$ cat src/rtl/hazard_ctrl_unit.sv
// hazard_ctrl_unit
//   Pipeline hazard controller for the 5-stage core. It detects control
//   hazards (taken branch / jump resolved in EX) and load-use data hazards,
//   and drives the stall, bubble and flush controls for PC, IF/ID and ID/EX.
//   A small FSM stretches flushes to FLUSH_CYCLES and stalls to
//   LOAD_STALL_CYCLES. The detection cycle itself is combinational (Mealy),
//   so there is no added latency.
//
//   Optional feature macro: HAZARD_PERF_CNT_EN
//     When defined, the stall_cnt and flush_cnt saturating event counters
//     are present.
//
// Ports
//   clk, rst        clock; asynchronous active-high reset
//   pc_sel, npc_op  taken branch / jump from EX (either one redirects)
//   id_rs1/2(_used) source registers of the instruction in ID, and whether
//                   each one is actually read
//   ex_rd           destination register of the instruction in EX
//   ex_mem_read     the instruction in EX is a load
//   stall_pc, stall_ifid, bubble_idex   load-use stall controls
//   flush_ifid, flush_idex              redirect flush controls
//   stall_cnt, flush_cnt                perf counters (macro only)
module hazard_ctrl_unit #(
    parameter int REG_ADDR_W        = 5,
    parameter int FLUSH_CYCLES      = 1,
    parameter int LOAD_STALL_CYCLES = 1,
    parameter int CNT_W             = 32
) (
    input  logic                  clk,
    input  logic                  rst,
    input  logic                  pc_sel,
    input  logic                  npc_op,
    input  logic [REG_ADDR_W-1:0] id_rs1,
    input  logic [REG_ADDR_W-1:0] id_rs2,
    input  logic                  id_rs1_used,
    input  logic                  id_rs2_used,
    input  logic [REG_ADDR_W-1:0] ex_rd,
    input  logic                  ex_mem_read,
    output logic                  stall_pc,
    output logic                  stall_ifid,
    output logic                  bubble_idex,
    output logic                  flush_ifid,
    output logic                  flush_idex
`ifdef HAZARD_PERF_CNT_EN
    ,
    output logic [CNT_W-1:0]      stall_cnt,
    output logic [CNT_W-1:0]      flush_cnt
`endif
);

    localparam int MAX_CYC = (FLUSH_CYCLES > LOAD_STALL_CYCLES) ? FLUSH_CYCLES
                                                                 : LOAD_STALL_CYCLES;
    localparam int REM_W = $clog2(MAX_CYC + 1);
    localparam logic [REM_W-1:0] FL_RELOAD = REM_W'(FLUSH_CYCLES - 1);
    localparam logic [REM_W-1:0] ST_RELOAD = REM_W'(LOAD_STALL_CYCLES - 1);

    typedef enum logic [1:0] {
        IDLE  = 2'd0,
        STALL = 2'd1,
        FLUSH = 2'd2
    } state_t;

    state_t           state, state_n;
    logic [REM_W-1:0] rem, rem_n;
    logic             redirect;
    logic             load_use;

    assign redirect = pc_sel | npc_op;
    assign load_use = ex_mem_read && (ex_rd != '0) &&
                      ((id_rs1_used && (id_rs1 == ex_rd)) ||
                       (id_rs2_used && (id_rs2 == ex_rd)));

    always_ff @(posedge clk or posedge rst) begin
        if (rst) begin
            state <= IDLE;
            rem   <= '0;
        end else begin
            state <= state_n;
            rem   <= rem_n;
        end
    end

    always_comb begin
        state_n     = state;
        rem_n       = rem;
        stall_pc    = 1'b0;
        stall_ifid  = 1'b0;
        bubble_idex = 1'b0;
        flush_ifid  = 1'b0;
        flush_idex  = 1'b0;

        // A redirect always wins and restarts the flush window from any
        // state; a single-cycle flush needs no extension state.
        if (redirect) begin
            flush_ifid = 1'b1;
            flush_idex = 1'b1;
            if (FLUSH_CYCLES > 1) begin
                state_n = FLUSH;
                rem_n   = FL_RELOAD;
            end else begin
                state_n = IDLE;
                rem_n   = '0;
            end
        end else begin
            case (state)
                IDLE: begin
                    if (load_use) begin
                        stall_pc    = 1'b1;
                        stall_ifid  = 1'b1;
                        bubble_idex = 1'b1;
                        if (LOAD_STALL_CYCLES > 1) begin
                            state_n = STALL;
                            rem_n   = ST_RELOAD;
                        end
                    end
                end
                // load_use is not re-evaluated here: the same load/consumer
                // pair is still sitting in EX/ID while the pipe is held.
                STALL: begin
                    stall_pc    = 1'b1;
                    stall_ifid  = 1'b1;
                    bubble_idex = 1'b1;
                    rem_n       = rem - REM_W'(1);
                    if (rem <= REM_W'(1)) state_n = IDLE;
                end
                // ID contents are being discarded, so load_use is ignored.
                FLUSH: begin
                    flush_ifid = 1'b1;
                    rem_n      = rem - REM_W'(1);
                    if (rem <= REM_W'(1)) state_n = IDLE;
                end
                default: begin
                    state_n = IDLE;
                    rem_n   = '0;
                end
            endcase
        end

        // Outputs drop immediately while reset is held, even if an EX
        // redirect or load-use pattern happens to be present.
        if (rst) begin
            stall_pc    = 1'b0;
            stall_ifid  = 1'b0;
            bubble_idex = 1'b0;
            flush_ifid  = 1'b0;
            flush_idex  = 1'b0;
        end
    end

`ifdef HAZARD_PERF_CNT_EN
    always_ff @(posedge clk or posedge rst) begin
        if (rst) begin
            stall_cnt <= '0;
            flush_cnt <= '0;
        end else begin
            if (stall_pc && (stall_cnt != '1)) stall_cnt <= stall_cnt + CNT_W'(1);
            if (flush_idex && (flush_cnt != '1)) flush_cnt <= flush_cnt + CNT_W'(1);
        end
    end
`endif

endmodule

$ cat config.mk
export PLATFORM = sky130hd
export DESIGN_NAME = hazard_ctrl_unit
export DESIGN_NICKNAME = d
export VERILOG_FILES = /design/src/rtl/hazard_ctrl_unit.sv
export SDC_FILE = /design/constraint.sdc
export NUM_CORES = 1
export LEC_CHECK = 0
export BUFFER_PORTS_ARGS = -buffer_cell sky130_fd_sc_hd__buf_4
export CAP_MARGIN = 10
export CORE_AREA = 2 2 39 41
export DETAILED_ROUTE_END_ITERATION = 7
export DIE_AREA = 0 0 41 43
export RECOVER_POWER = 50
export SLEW_MARGIN = 40
export SYNTH_ARGS = -nofsm -noshare
export SYNTH_HDL_FRONTEND = slang
export SYNTH_SLANG_ARGS = --single-unit
$ cat constraint.sdc
create_clock -name clk -period 3.4 [get_ports clk]
set_input_delay 0.51 -clock clk [delete_from_list [all_inputs] [get_ports clk]]
set_output_delay 0.51 -clock clk [all_outputs]
set_load 0.05 [all_outputs]
-- Word-level counts from Yosys, hierarchy flattened
Index checks and enable logic that the tools add are counted.
- $add $sub $neg: 1
- $lt $le $gt $ge: 1
- eq/ne operators: 6
- muxes and demuxes: 14
- bitwise gates (word level): 1
- reduce and logical (&&, ||, !) cells: 9
- operator list (cell ; number):
    == test 5 bit ; 2
    2-to-1 mux 1 bit ; 9
    nonzero test 5 bit ; 1
    logical AND 1 bit ; 4
    2-to-1 mux 2 bit ; 2
    case mux 1 bit (2 select lines) ; 2
    case mux 2 bit (2 select lines) ; 1
    inequality test 3 x 1 -> 1 bit (second input constant) ; 1
    == test 2 x 1 -> 1 bit (second input constant) ; 1
    == test 2 bit (second input constant) ; 1
    logical NOT 2 bit ; 1
    inequality test 2 bit (second input constant) ; 1
    AND reduction 2 bit ; 1
    OR reduction 2 bit ; 1
    less-or-equal comparator 1 bit (second input constant) ; 1
    logical OR 1 bit ; 1
    bitwise OR 1 bit ; 1
    subtractor 1 bit (second input constant) ; 1
- flip-flop bits (word level): 3
- input port bits: 22
- output and inout bits: 5

-- Logic depth before layout (Yosys ltp)
- depth after elaboration: 8
- gate-level depth with buffers: 5

-- Worst setup path before layout
Ideal clock, no wire load.
- path kind: input-to-output
- from: input ex_rd[0]
- to: output stall_ifid
- arrival: 2.218 ns
- data required time: 2.890 ns
- setup slack: 0.672 ns
- stages on the path: 5
- path buffers: 1
- path through: xor2_1 nor4_1 nand3_1 a21oi_1 buf_4
- cells in the longest elaborated chain, start to end: 8
- ends and longest elaborated chain (element ; line ; source):
    start: declaration ; 37 ; input logic [REG_ADDR_W-1:0] ex_rd,
    == test 5 bit (on tied branches) ; 70, 71 ;
    logical AND 1 bit (on tied branches) ; 70, 71 ;
    logical OR 1 bit ; 70 ; ((id_rs1_used && (id_rs1 == ex_rd)) ||
    logical AND 1 bit * ; 69 ; assign load_use = ex_mem_read && (ex_rd != '0) &&
    2-to-1 mux 1 bit * ; n/a ;
    case mux 1 bit (2 select lines) * ; n/a ;
    2-to-1 mux 1 bit * (2 in a row) ; n/a ;
    end: declaration ; 40 ; output logic stall_ifid,
Every way passes the cells marked *; elsewhere a longest branch is shown, timed or not.

-- Worst setup path in the final report
- from: input ex_rd[1]
- to: output stall_pc
- cells in the longest elaborated chain, start to end: 8
- ends and longest elaborated chain (element ; line ; source):
    == test 5 bit (on tied branches) ; 70, 71 ;
    logical AND 1 bit (on tied branches) ; 70, 71 ;
    logical OR 1 bit ; 70 ;
    logical AND 1 bit * ; 69 ;
    2-to-1 mux 1 bit * ; 107 ; if (load_use) begin
    case mux 1 bit (2 select lines) * ; 105 ; case (state)
    2-to-1 mux 1 bit * ; 94 ; if (redirect) begin
    2-to-1 mux 1 bit * ; 141 ; if (rst) begin
    end: declaration ; 39 ; output logic stall_pc,
Marks and branches as above.

==> results_dict.tcl <==
set metrics [dict create \
    criticalPathCategory "in -> out" \
    syn_avg_cell_area_um2 7.18 \
    grt_first_pass_wirelength_um 793 \
    finalMaxSlewViolations 0 \
    worst_pin_slew_ns 0.588 \
    ios 27 \
    grtUsageTotal 0.0599 \
    vias 240 \
    crit_required_ns 2.89 \
    min_path_type "in -> out" \
    grt_overflow_total 0 \
    power_frac_seq 0 \
    synth_mux_area_frac 0 \
    synth-xor-area-share 0.530 \
    power_density_mw_per_mm2 116 \
    grt_pass1_vias 223 \
    io_buffers 26 \
    grt_max_degree 4 \
    stdcell_area_um2 350 \
    synthTopCellsByCount "xor2_1 (8), buf_4 (3)" \
    hpwlAfterDp_um 508 \
    fin_crit_ns 2.18 \
    synth_area_leaders "xor2_1 (42%), buf_4 (14%), xnor2_1 (11%)" \
    timing.critical_path.from_type "input port" \
    slew_headroom 0.610 \
    yosys_warnings 0 \
    p_switching_w 0.0000180 \
    placed_area_um2 358 \
    synth_cell_types 10 \
    fin_util 0.253 \
    area_growth_pct 112 \
    drt-met1-wl_um 201 \
    die-area_mm2 0.00176 \
    row_count 14 \
    drive_above_1_share 0.522 \
    setup_ws_ns 1.22 \
    synth_compound_area_frac 0.0833 \
    crit_fanout 3 \
    internal-power_w 0.0000227 \
    netlist_area_um2 165 \
    status "complete, no violations" \
    end_kind "output port" \
    irDropWorstVdd_mv 0.0460 \
    switching_share 0.443 \
    pwr-share-comb 1.000 \
    yosysSeqAreaShare 0 \
    cap_viol_max_count 0 \
    antenna_found_initial 0 \
    rsz0062_at_grt "no" \
    p_leak_nw 0.170 \
    die_width_um 41 \
    synth_top_family_by_area "XOR/XNOR gates" \
    wl_per_cell_um 8.85 \
    final-setup-viol-count 0 \
    post-cts-setup-buffer-count 0 \
    fmax_mhz 458 \
    synthAdderAreaFrac 0 \
    layout.nets 70 \
    dp_slack_ns 1.18 \
    cp.arrival_ns 1.67 \
    hold_viol 0 \
    wl_met3_um 82 \
    post-route-period-util 0.642 \
    finalPower_w 0.0000407 \
    drt-vias-per-instance 3.87 \
    fin_tns_setup_ns 0 \
    drt_iter0_markers 4 \
    die_h_um 43 \
    nClkBuffers 0 \
    antenna_cells 0 \
    syn_nets 45 \
    gp_congestion 0.699 \
    maxUsedRoutingLayer "met3" \
    synth_top_area_share 0.424 \
    clockPowerShare 0 \
    ant_nets 0 \
    postCtsHoldBufs 0 \
    yosysMostFrequentCell "xor2_1" \
    synth-simple-area-share 0.227 \
    coreArea_mm2 0.00138 \
    drt-pass1-iter-count 2 \
    yosysTopAreaCell "xor2_1" \
    wl_um 549 \
    cts_resized 0 \
    syn_inst 23 \
    drc 0 \
    seq_area_um2 0 \
    met2_length_um 266 \
    seq_cells 0 \
    start_util 0.119 \
]
## power groups by stage
stage / logic [W] / registers (W) / clock network [W]
final: 0.0000407 / 0 / 0
after CTS: 0.0000427 / 0 / 0
after global routing: 0.0000436 / 0 / 0
after global placement: 0.0000422 / 0 / 0
after floorplan: 0.0000178 / 0 / 0
after detailed placement: 0.0000424 / 0 / 0
## cell type report
class / count / area, µm²
Fill cell: 161 / 1030
Timing Repair Buffer: 26 / 188
Multi-Input combinational cell: 19 / 139
Tap cell: 16 / 20.0
Inverter: 1 / 3.75
## layout by cell type (no fill, tap or decap), drive strengths merged
cell,synthesis,routed
buf,3,24
xor2,8,8
inv,1,1
o2111ai,1,1
a21oi,1,1
clkbuf,0,2
xnor2,2,2
nand3,2,2
nor2,2,2
nor4,2,2
or4,1,1
## worst max-delay path, stage by stage
cell and delay, ns:
buf_4 0.12, xor2_1 0.15, nor4_1 0.31, nand3_1 0.11, a21oi_1 0.22, buf_4 0.24
## cells by family after synthesis
family                    after synthesis
xor gates and xnor gates               10
and+or+nand+nor                         7
buffers and inverters                   4
AOI/OAI and AO/OA                       2
## metrics by stage
step	std cells	hold WS [ns]
after floorplan	23	1.20
after global placement	62	1.33
after detailed placement	62	1.33
after CTS	62	1.33
after global routing	62	1.44
final	62	1.43
## worst paths after layout
path      from  cells after the start  slack (ns)         end
min        rst                      3        1.43  flush_idex
max   ex_rd[1]                      6        1.22    stall_pc
## routing by layer
metal | vias up | GRT usage
li1 | 123 | -
met1 | 102 | 0.0665
met2 | 15 | 0.122
met3 | 0 | 0
met4 | 0 | 0
met5 | - | 0
(Power assumes the default switching activity.)
